==> config.mk <==
export PLATFORM = sky130hd
export DESIGN_NAME = fifo_wr_arbiter
export DESIGN_NICKNAME = d
export VERILOG_FILES = /design/src/rtl/fifo_wr_arbiter.sv
export SDC_FILE = /design/constraint.sdc
export NUM_CORES = 1
export LEC_CHECK = 0
export ABC_AREA = 1
export ABC_CLOCK_PERIOD_IN_PS = 1680
export CORE_ASPECT_RATIO = 1.1
export CORE_MARGIN = 2
export CORE_UTILIZATION = 57
export CTS_CLUSTER_SIZE = 12
export DETAILED_ROUTE_END_ITERATION = 7
export DONT_BUFFER_PORTS = 1
export PLACE_DENSITY_LB_ADDON = 0.08
export SLEW_MARGIN = 20
export SYNTH_ARGS = -nofsm -noshare
export SYNTH_HDL_FRONTEND = slang
export SYNTH_SLANG_ARGS = --single-unit
==> constraint.sdc <==
create_clock -name clk -period 1.68 [get_ports clk]
set_input_delay 0.084 -clock clk [delete_from_list [all_inputs] [get_ports clk]]
set_output_delay 0.084 -clock clk [all_outputs]
set_load 0.02 [all_outputs]
==> src/rtl/fifo_wr_arbiter.sv <==
// Round-robin arbiter sharing one FIFO write port among NUM_REQ producers.
// Each write is a single-cycle strobe, followed by an ack/err wait and a per-requester done/err pulse.
module fifo_wr_arbiter #(
  parameter int DATA_WIDTH  = 8,
  parameter int NUM_REQ     = 4,
  parameter int ACK_TIMEOUT = 4
) (
  input  logic                          clk,
  input  logic                          rst_n,
  input  logic [NUM_REQ-1:0]            req,
  input  logic [NUM_REQ*DATA_WIDTH-1:0] req_data,
  output logic [NUM_REQ-1:0]            done,
  output logic [NUM_REQ-1:0]            err,
  input  logic                          fifo_full,
  input  logic                          fifo_wr_ack,
  input  logic                          fifo_wr_err,
  output logic                          fifo_wr,
  output logic [DATA_WIDTH-1:0]         fifo_din,
  output logic                          busy,
  output logic                          stall,
  output logic [15:0]                   wr_count
);

  localparam int IW = $clog2(NUM_REQ);
  localparam int CW = $clog2(ACK_TIMEOUT + 1);

  typedef enum logic [1:0] {
    IDLE  = 2'd0,
    ISSUE = 2'd1,
    WAIT  = 2'd2,
    DONE  = 2'd3
  } state_t;

  state_t                  r_state;
  state_t                  w_state_nxt;
  logic [IW-1:0]           r_rr_ptr;
  logic [IW-1:0]           r_winner;
  logic [CW-1:0]           r_tcnt;
  logic [CW-1:0]           w_tcnt_nxt;
  logic                    r_fifo_wr;
  logic [DATA_WIDTH-1:0]   r_fifo_din;
  logic [NUM_REQ-1:0]      r_done;
  logic [NUM_REQ-1:0]      r_err;
  logic [15:0]             r_wr_count;
  logic [IW:0]             w_idx;
  logic [IW-1:0]           w_winner;
  logic [DATA_WIDTH-1:0]   w_win_data;
  logic                    w_timeout;
  logic                    w_issue;
  logic                    w_fin;
  logic                    w_fin_err;

  function automatic logic [IW-1:0] rr_next(input logic [IW-1:0] cur);
    if (cur == IW'(NUM_REQ - 1)) return '0;
    return cur + IW'(1);
  endfunction

  // Highest-priority requester is the first set bit at or after rr_ptr, wrapping.
  // Scanning from the far end lets the nearest candidate overwrite the others.
  always_comb begin
    w_idx    = '0;
    w_winner = '0;
    for (int k = NUM_REQ - 1; k >= 0; k--) begin
      w_idx = {1'b0, r_rr_ptr} + (IW+1)'(k);
      if (w_idx >= (IW+1)'(NUM_REQ)) w_idx = w_idx - (IW+1)'(NUM_REQ);
      if (req[w_idx[IW-1:0]]) w_winner = w_idx[IW-1:0];
    end
  end

  assign w_win_data = req_data[int'(w_winner)*DATA_WIDTH +: DATA_WIDTH];
  assign w_tcnt_nxt = r_tcnt + CW'(1);
  assign w_timeout  = (w_tcnt_nxt == CW'(ACK_TIMEOUT));

  always_ff @(posedge clk) begin
    if (!rst_n) r_state <= IDLE;
    else        r_state <= w_state_nxt;
  end

  always_comb begin
    w_state_nxt = r_state;
    w_issue     = 1'b0;
    w_fin       = 1'b0;
    w_fin_err   = 1'b0;
    case (r_state)
      IDLE: begin
        if (|req && !fifo_full) begin
          w_state_nxt = ISSUE;
          w_issue     = 1'b1;
        end
      end
      ISSUE: begin
        if (fifo_wr_ack || fifo_wr_err) begin
          w_state_nxt = DONE;
          w_fin       = 1'b1;
          w_fin_err   = fifo_wr_err;
        end else begin
          w_state_nxt = WAIT;
        end
      end
      WAIT: begin
        // A real response in the final WAIT cycle takes precedence over the timeout.
        if (fifo_wr_ack || fifo_wr_err) begin
          w_state_nxt = DONE;
          w_fin       = 1'b1;
          w_fin_err   = fifo_wr_err;
        end else if (w_timeout) begin
          w_state_nxt = DONE;
          w_fin       = 1'b1;
          w_fin_err   = 1'b1;
        end
      end
      DONE:    w_state_nxt = IDLE;
      default: w_state_nxt = IDLE;
    endcase
  end

  always_ff @(posedge clk) begin
    if (!rst_n) begin
      r_fifo_wr  <= 1'b0;
      r_fifo_din <= '0;
      r_done     <= '0;
      r_err      <= '0;
      r_wr_count <= '0;
      r_rr_ptr   <= '0;
      r_winner   <= '0;
      r_tcnt     <= '0;
    end else begin
      r_fifo_wr <= w_issue;
      r_done    <= '0;
      r_err     <= '0;
      if (w_issue) begin
        r_winner   <= w_winner;
        r_fifo_din <= w_win_data;
        r_tcnt     <= '0;
      end
      if (r_state == WAIT) r_tcnt <= w_tcnt_nxt;
      // Response pulses are registered so they appear during the DONE state.
      if (w_fin) begin
        if (w_fin_err) begin
          r_err <= NUM_REQ'(1) << r_winner;
        end else begin
          r_done     <= NUM_REQ'(1) << r_winner;
          r_wr_count <= r_wr_count + 16'd1;
        end
        r_rr_ptr <= rr_next(r_winner);
      end
    end
  end

  assign fifo_wr  = r_fifo_wr;
  assign fifo_din = r_fifo_din;
  assign done     = r_done;
  assign err      = r_err;
  assign wr_count = r_wr_count;
  assign busy     = (r_state != IDLE);
  assign stall    = (r_state == IDLE) && (|req) && fifo_full;

endmodule

==> metrics.md, run 1 <==
| Metric | Value |
|---|---|
| Status | complete, but fails checks |
| Failing checks | negative hold slack |
| Fin Hold WS | -96.58 ps |
| Die Wd | 68.27 um |
| FF/Latch Area | 848.3 sq um |
| Worst-path clk slew | ~80 ps |
| # DRC | 0 |
| Cts bufs inserted | 5 |
| Crit-path max cell delay | 370 ps |
| Type of the worst min-delay path | input pin to register |
| Combinational Power Share | 0.536 |
| Critical Path End Type | register |
| Grt ovf | 0 |
| CTS Hold Bufs | 1 |
| First DRT Iteration DRCs | about 130 |
| Area grow syn2layout | 20.10% |
| Sequential Power Share | 0.316 |
| Share of cells above drive strength 1 | 0.2010 |
| Clk sinks | 42 |
| WP data arrival | 1800 ps |
| Worst VDD drop | 927.7 uV |
| Die Y | 74.70 um |
| Cell count after synthesis | 385 |
| Via count | 2410 |
| Core area | about 4300 sq um |
| Pwr dens | about 1500 nW/um^2 |
| Worst Skew | 7.290 ps |
| First-pass GRT wire length | 9535 um |
| Detailed placement HPWL | about 4200 um |
| Via density | 5.161 |
| Syn nets | approximately 440 |
| Crit Path Max Fanout | 4 |
| Critical path required time | 1880 ps |
| Final count of hold timing violations | 14 |
| P_sw | 1.993 mW |
| Largest net degree at the start of global routing | 22 |
| Worst-path cell chain | inv_4 -> ha_4 -> inv_1 -> a21oi_2 -> nand2_2 -> a21oi_4 -> nand3_2 -> nor2_4 -> nand2_1 -> nand2_1 -> nor2_1 |
| Area taken by multi-input logic gates | 1505 sq um |
| Vias in the first global route | 2120 |
| Fmax | 0.6246 GHz |
| Clk buf depth | 2 |
| # Max-Cap Violations | 0 |
| RSZ-0062 raised after global routing | true |
| Tcrit/Tclk final | 0.9531 |
| Synth top area share | 0.3246 |
| Most used cell, CP | nand2_1 |
| Synth warn | 0 |
| Largest area contributor in the netlist | dfxtp_1 |
| Final setup viols | 0 |
| Sw Ratio | 0.4387 |
| Clock root cell | clkbuf_8 |
| CTS tree | yes |
| Drt first pass iters | 4 |
| Die area | about 5100 sq um |
| Crit-path slowest cell | dfxtp_2 |
| Drt wl/cell | 12.51 um |
| Synth Cell Area | between 2000 and 3000 sq um |
| Port Buffers | 0 |
| # IOs | 76 |
| Min cycle time layout | 1601 ps |
| RePlAce Congestion | between 0.8 and 0.9 |
| Placed insts | 456 |
| Overall global routing resource usage | 0.2407 |
| Leakage power | 1.460 nW |
| Synth area leaders | dfxtp_1, nand2_1, nand3_1, inv_1, a21oi_1 |
| Actual slew at the worst max-slew pin | 548.8 ps |
| Number of core rows | 25 |
| Distinct cells, synth | 35 |
| Routed wire length | 5842 um |
| H-tree Lvls | 2 |
| Initial antenna violation count | 0 |
| Final core occ | 0.7154 |
| Critical path startpoint category | register |
| Sequential-to-total area share from yosys stat | 0.3246 |
| N_diodes | 0 |
| Mapped Avg Cell Area | 6.727 sq um |
| Relative slew slack | 0.6337 |
| Later-pin clock latency in the skew report | roughly 290 ps |
| Clock share of power | 0.148 |
| Max Transition Viols Final | 0 |
| Nets | around 460 |
| Crit path kind | register to register |
| FF+latch count, synth | 42 |
| Internal | 2.550 mW |
| Non-Filler Instances | 467 |
| Final ANT Viol Nets | 0 |
| Fill cell count | 368 |
| Initial Util | 0.5957 |
kinds of logic after synthesis:
family                   after synthesis  share of synthesized area
AO/OA/AOI/OAI                         53                     0.1203
XOR/XNOR                              11                    0.03720
adder cells (fa/ha/maj)               10                    0.04831
buffers and inverters                 83                     0.1348
flip-flops                            42                     0.3246
AND/OR/NAND/NOR                      186                     0.3348
path summary, 6_finish.rpt:
check / slack (ps) / to / start / cells after the start
setup / recovery: 80 / wr_count[8] / r_state[0] / 11
hold / removal: -100 / wr_count[8] / rst_n / 2
setup reg to reg: 80 / wr_count[8] / r_state[0] / 11
hold reg to reg: 500 / r_state[0] / r_state[0] / 2
routing by layer:
| metal | vias to the layer above | global-route usage | wire [um] |
|---|---|---|---|
| met5 | - | 0 | 0 |
| met3 | 9 | 0.04634 | 283 |
| li1 | 1267 | - | - |
| met4 | 0 | 0.1000 | 91 |
| met2 | 71 | 0.3981 | 2847 |
| met1 | 1063 | 0.3068 | 2619 |
metrics by stage:
| step | worst slack [ps] | setup TNS [ps] | area (sq um) | power, mW |
|---|---|---|---|---|
| after CTS | 3.981 | 0 | 2958 | 4.278 |
| after global routing | -73.13 | -197.2 | 3110 | 4.919 |
| after detailed placement | -37.24 | -103.5 | 2840 | 3.557 |
| final | 78.86 | 0 | 3110 | 4.543 |
| after floorplan | 14.48 | 0 | 2590 | 3.031 |
| after global placement | 28.49 | 0 | 2840 | 3.522 |
synthesized netlist by cell type, drive strengths merged:
cell and n:
a211oi 1, dfxtp 42, o21bai 1, buf 8, nand3 56, inv 73, nand3b 1, a21oi 28
xnor2 4, nor2 28, o21a 8, nand4 4, and3 1, nand2 92, clkbuf 2, ha 10
xor2 7, nor3 4, o211ai 1, o21ai 14
power groups by stage:
stage	clock (mW)	combinational (mW)	sequential, mW
finish	0.674	2.43	1.43
floorplan	0	1.61	1.42
CTS	0.697	2.17	1.41
global route	0.732	2.73	1.46
detailed placement	0	2.13	1.43
global placement	0	2.09	1.43
worst max-delay path: cells and delay by family, from the launching register on:
family | cells | cell delay, ps
DFF | 1 | 370
AOI/OAI and AO/OA | 2 | 280
buffers and inverters | 2 | 110
adders and majority gates | 1 | 250
and+or+nand+nor | 6 | 480
cells in the final DEF (no fill, tap or decap), drive strengths merged:
master | synthesis | layout
clkinv | 0 | 1
o211ai | 1 | 1
clkbuf | 2 | 9
o21ai | 14 | 14
buf | 8 | 28
and3 | 1 | 1
xor2 | 7 | 7
o21bai | 1 | 1
ha | 10 | 10
inv | 73 | 73
a211oi | 1 | 1
nor3 | 4 | 4
nor2 | 28 | 28
dfxtp | 42 | 42
nand4 | 4 | 4
nand3 | 56 | 56
xnor2 | 4 | 4
nand2 | 92 | 92
a21oi | 28 | 28
nand3b | 1 | 1
o21a | 8 | 8
layout make-up:
class                   instances  share of cell area
well taps                      54             0.02172
flip-flops and latches         42              0.2727
clock buffers                   7             0.02776
clock inverters                 1            0.001609
inverters                      73             0.09131
repair buffers                 30              0.1010
multi-input cells             260              0.4839
repair_timing:
item                                    CTS  global route
pin swaps                                 1             9
setup buffers                             0             1
endpoints found under the setup margin    3            29
gates resized for setup                   5            29
hold endpoints to repair                 18            11
gates cloned                              0             2
state kept, by name (all words and copies together), names as in the netlist:
| signal | count |
|---|---|
| r_tcnt | 3 |
| err | 4 |
| r_rr_ptr | 2 |
| r_winner | 2 |
| fifo_wr | 1 |
| wr_count | 16 |
| fifo_din | 8 |
| r_state | 2 |
| done | 4 |
(Power assumes the default switching activity.)
==> run 2: changes to the inputs <==
Settings changed: BUFFER_PORTS_ARGS set to -buffer_cell sky130_fd_sc_hd__buf_2, CORE_UTILIZATION 57 to 47, DONT_BUFFER_PORTS 1 to unset.
==> metrics.md, run 2 (synthesis results as in run 1) <==
| Metric | Value |
|---|---|
| Met2 Track Usage GR | 0.3381 (-0.06001) |
| Initial antenna violation count | 0 (unchanged) |
| Number of core rows | 28 (+12%) |
| Worst Skew | 5.386 ps (-1.905 ps) |
| # DRC | 0 (unchanged) |
| Port Buffers | 75 (+75) |
| Type of the worst min-delay path | input pin to register |
| Later-pin clock latency in the skew report | 300 ps (about the same) |
| Die Wd | 74.78 um (+9.5%) |
| Pwr dens | 1366 nW/um^2 (-6.5%) |
| Worst reg2reg startpoint | r_tcnt[0] |
| GR peak layer | met2 |
| Tcrit/Tclk final | 1.014 (+0.06127) |
| Via count | 2686 (+11%) |
| WP data arrival | 1890 ps (+90 ps) |
| Reg-to-reg endpoint | wr_count[3] |
| Worst hold path depth | 7 (+5) |
| Grt ovf | 0 (unchanged) |
| Most common cell after layout, fill and taps aside | buf_2 |
| Max reg flops | 16 (unchanged) |
| Routed wire length | 6423 um (+9.9%) |
| Worst Hold End | fifo_din[3] |
| RSZ-0062 raised after global routing | true |
| Die area | 6121 sq um (+20%) |
| Worst VDD drop | 1133 uV (+22%) |
| N_diodes | 0 (unchanged) |
| Reg2Reg Depth | 11 (unchanged) |
| Critical path startpoint category | register |
| First DRT Iteration DRCs | 136 (+8.8%) |
| Clk buf depth | 2 (unchanged) |
| # Max-Cap Violations | 0 (unchanged) |
| Actual slew at the worst max-slew pin | 570.1 ps (+21.27 ps) |
| Hold path start | req_data[27] |
| Final count of hold timing violations | 0 (-14) |
| Status | complete, but fails checks |
| Share of cells above drive strength 1 | 0.3802 (+0.1792) |
| CTS tree | yes |
| Fin Setup TNS | -69.93 ps (-69.93 ps) |
| Via density | 4.805 (-6.9%) |
| H-tree Lvls | 2 (unchanged) |
| Finished Cell Area | 3635 sq um (+17%) |
| Failing checks | negative setup slack |
| Met3 Usage GRT | 0.05153 (+0.005196) |
| Final WS setup | -24.07 ps (-102.9 ps) |
| Fmax | 0.5868 GHz (-6.0%) |
| Clock root cell | clkbuf_8 |
| Vias in the first global route | 2327 (+9.8%) |
| Final core occ | 0.6781 (-0.03729) |
| Crit Path Max Fanout | 7 (+3) |
| Met1 layer usage reported by global route | 0.2442 (-0.06258) |
| Placed insts | 541 (+19%) |
| Commonest cells after routing, fill and taps aside | buf_2, nand2_1, inv_1 |
| Non-Filler Instances | 559 (+20%) |
| Leakage power | 1.841 nW (+26%) |
| Critical Path End Type | register |
| Crit path kind | register to register |
| Clk sinks | 42 (unchanged) |
| Drt first pass iters | 4 (unchanged) |
| RePlAce Congestion | 0.8792 (+7.1%) |
| Relative slew slack | 0.6195 (-0.01419) |
| Final setup viols | 6 (+6) |
| Detailed placement HPWL | 4467 um (+5.9%) |
| Overall global routing resource usage | 0.2005 (-0.04023) |
| Critical path required time | 1870 ps (about the same) |
| Nets | 534 (+15%) |
| First-pass GRT wire length | 9701 um (+1.7%) |
| # IOs | 76 (unchanged) |
| Fill cell count | 480 (+30%) |
| Area grow syn2layout | 40.34% |
| Drt wl/cell | 11.49 um (-8.1%) |
| Placed Instance Area | 3147 sq um (+11%) |
| Final ANT Viol Nets | 0 (unchanged) |
| Cts bufs inserted | 5 (unchanged) |
| R2R Setup Slk | -20 ps (-100 ps) |
| Die Y | 81.86 um (+9.6%) |
| CTS Hold Bufs | 0 (-1) |
| Min cycle time layout | 1704 ps (+102.9 ps) |
| Max Transition Viols Final | 0 (unchanged) |
| Worst-path clk slew | 80 ps (about the same) |
| Core area | 5360 sq um (+23%) |
| Initial Util | 0.4832 (-0.1125) |
| Largest net degree at the start of global routing | 21 (-4.5%) |
run 2: repair_timing:
action	in CTS	in global routing
cloned	0	2
setup endpoints to repair	23	29
resized for setup	18	58
buffers inserted	3	6
pin swaps	6	28
run 2: worst max-delay path by stage:
stage / startpoint / endpoint / slack, ps / depth (start not counted)
3_5_place_dp: r_state[1] / wr_count[3] / -130 / 10
3_3_place_gp: r_state[1] / wr_count[3] / -110 / 10
2_1_floorplan: r_state[0] / wr_count[8] / 10 / 11
6_report: r_tcnt[0] / wr_count[3] / -20 / 11
5_1_grt: r_tcnt[0] / wr_count[8] / -120 / 12
4_1_cts: r_tcnt[0] / wr_count[11] / -50 / 10
run 2: layout make-up:
class,instances,area (sq um),share of cell area
clock buffer,6,72.57,0.01997
clock inverter,2,13.76,0.003787
inverter,73,289.0,0.07952
multi-input combinational,260,1658,0.4561
sequential,42,848.3,0.2334
tap,75,93.84,0.02582
timing repair buffer,100,654.4,0.1800
timing repair inverter,1,5.005,0.001377
run 2: worst max-delay path: stages, from the launching register on:
cell,delay (ps)
dfxtp_2,360
ha_4,140
xor2_2,170
nand2_2,110
nand2_2,80
nand2_2,80
a21oi_4,150
buf_12,150
buf_8,120
nand2_4,50
o21ai_2,130
a21oi_1,50
run 2: metrics by stage:
step                      power [mW]  hold slack [ps]  worst slack, ps
final                          4.964            172.1           -24.07
after global routing           5.336            207.6           -123.2
after CTS                      4.425            168.0           -50.99
after detailed placement       3.634            466.0           -129.2
after global placement         3.638            462.3           -106.9
after floorplan                3.031            289.6            14.48
run 2: power by group:
group	switching [mW]	internal, mW	total, mW
logic	1.74	1.25	3.00
registers	0.133	1.18	1.31
clock network	0.361	0.294	0.655
total	2.24	2.73	4.96
run 2: metal layers:
metal  vias up  share of wire
met4         0         0.0072
met2        79           0.51
met3         4          0.053
met5         -              0
met1      1198           0.43
li1       1405              -
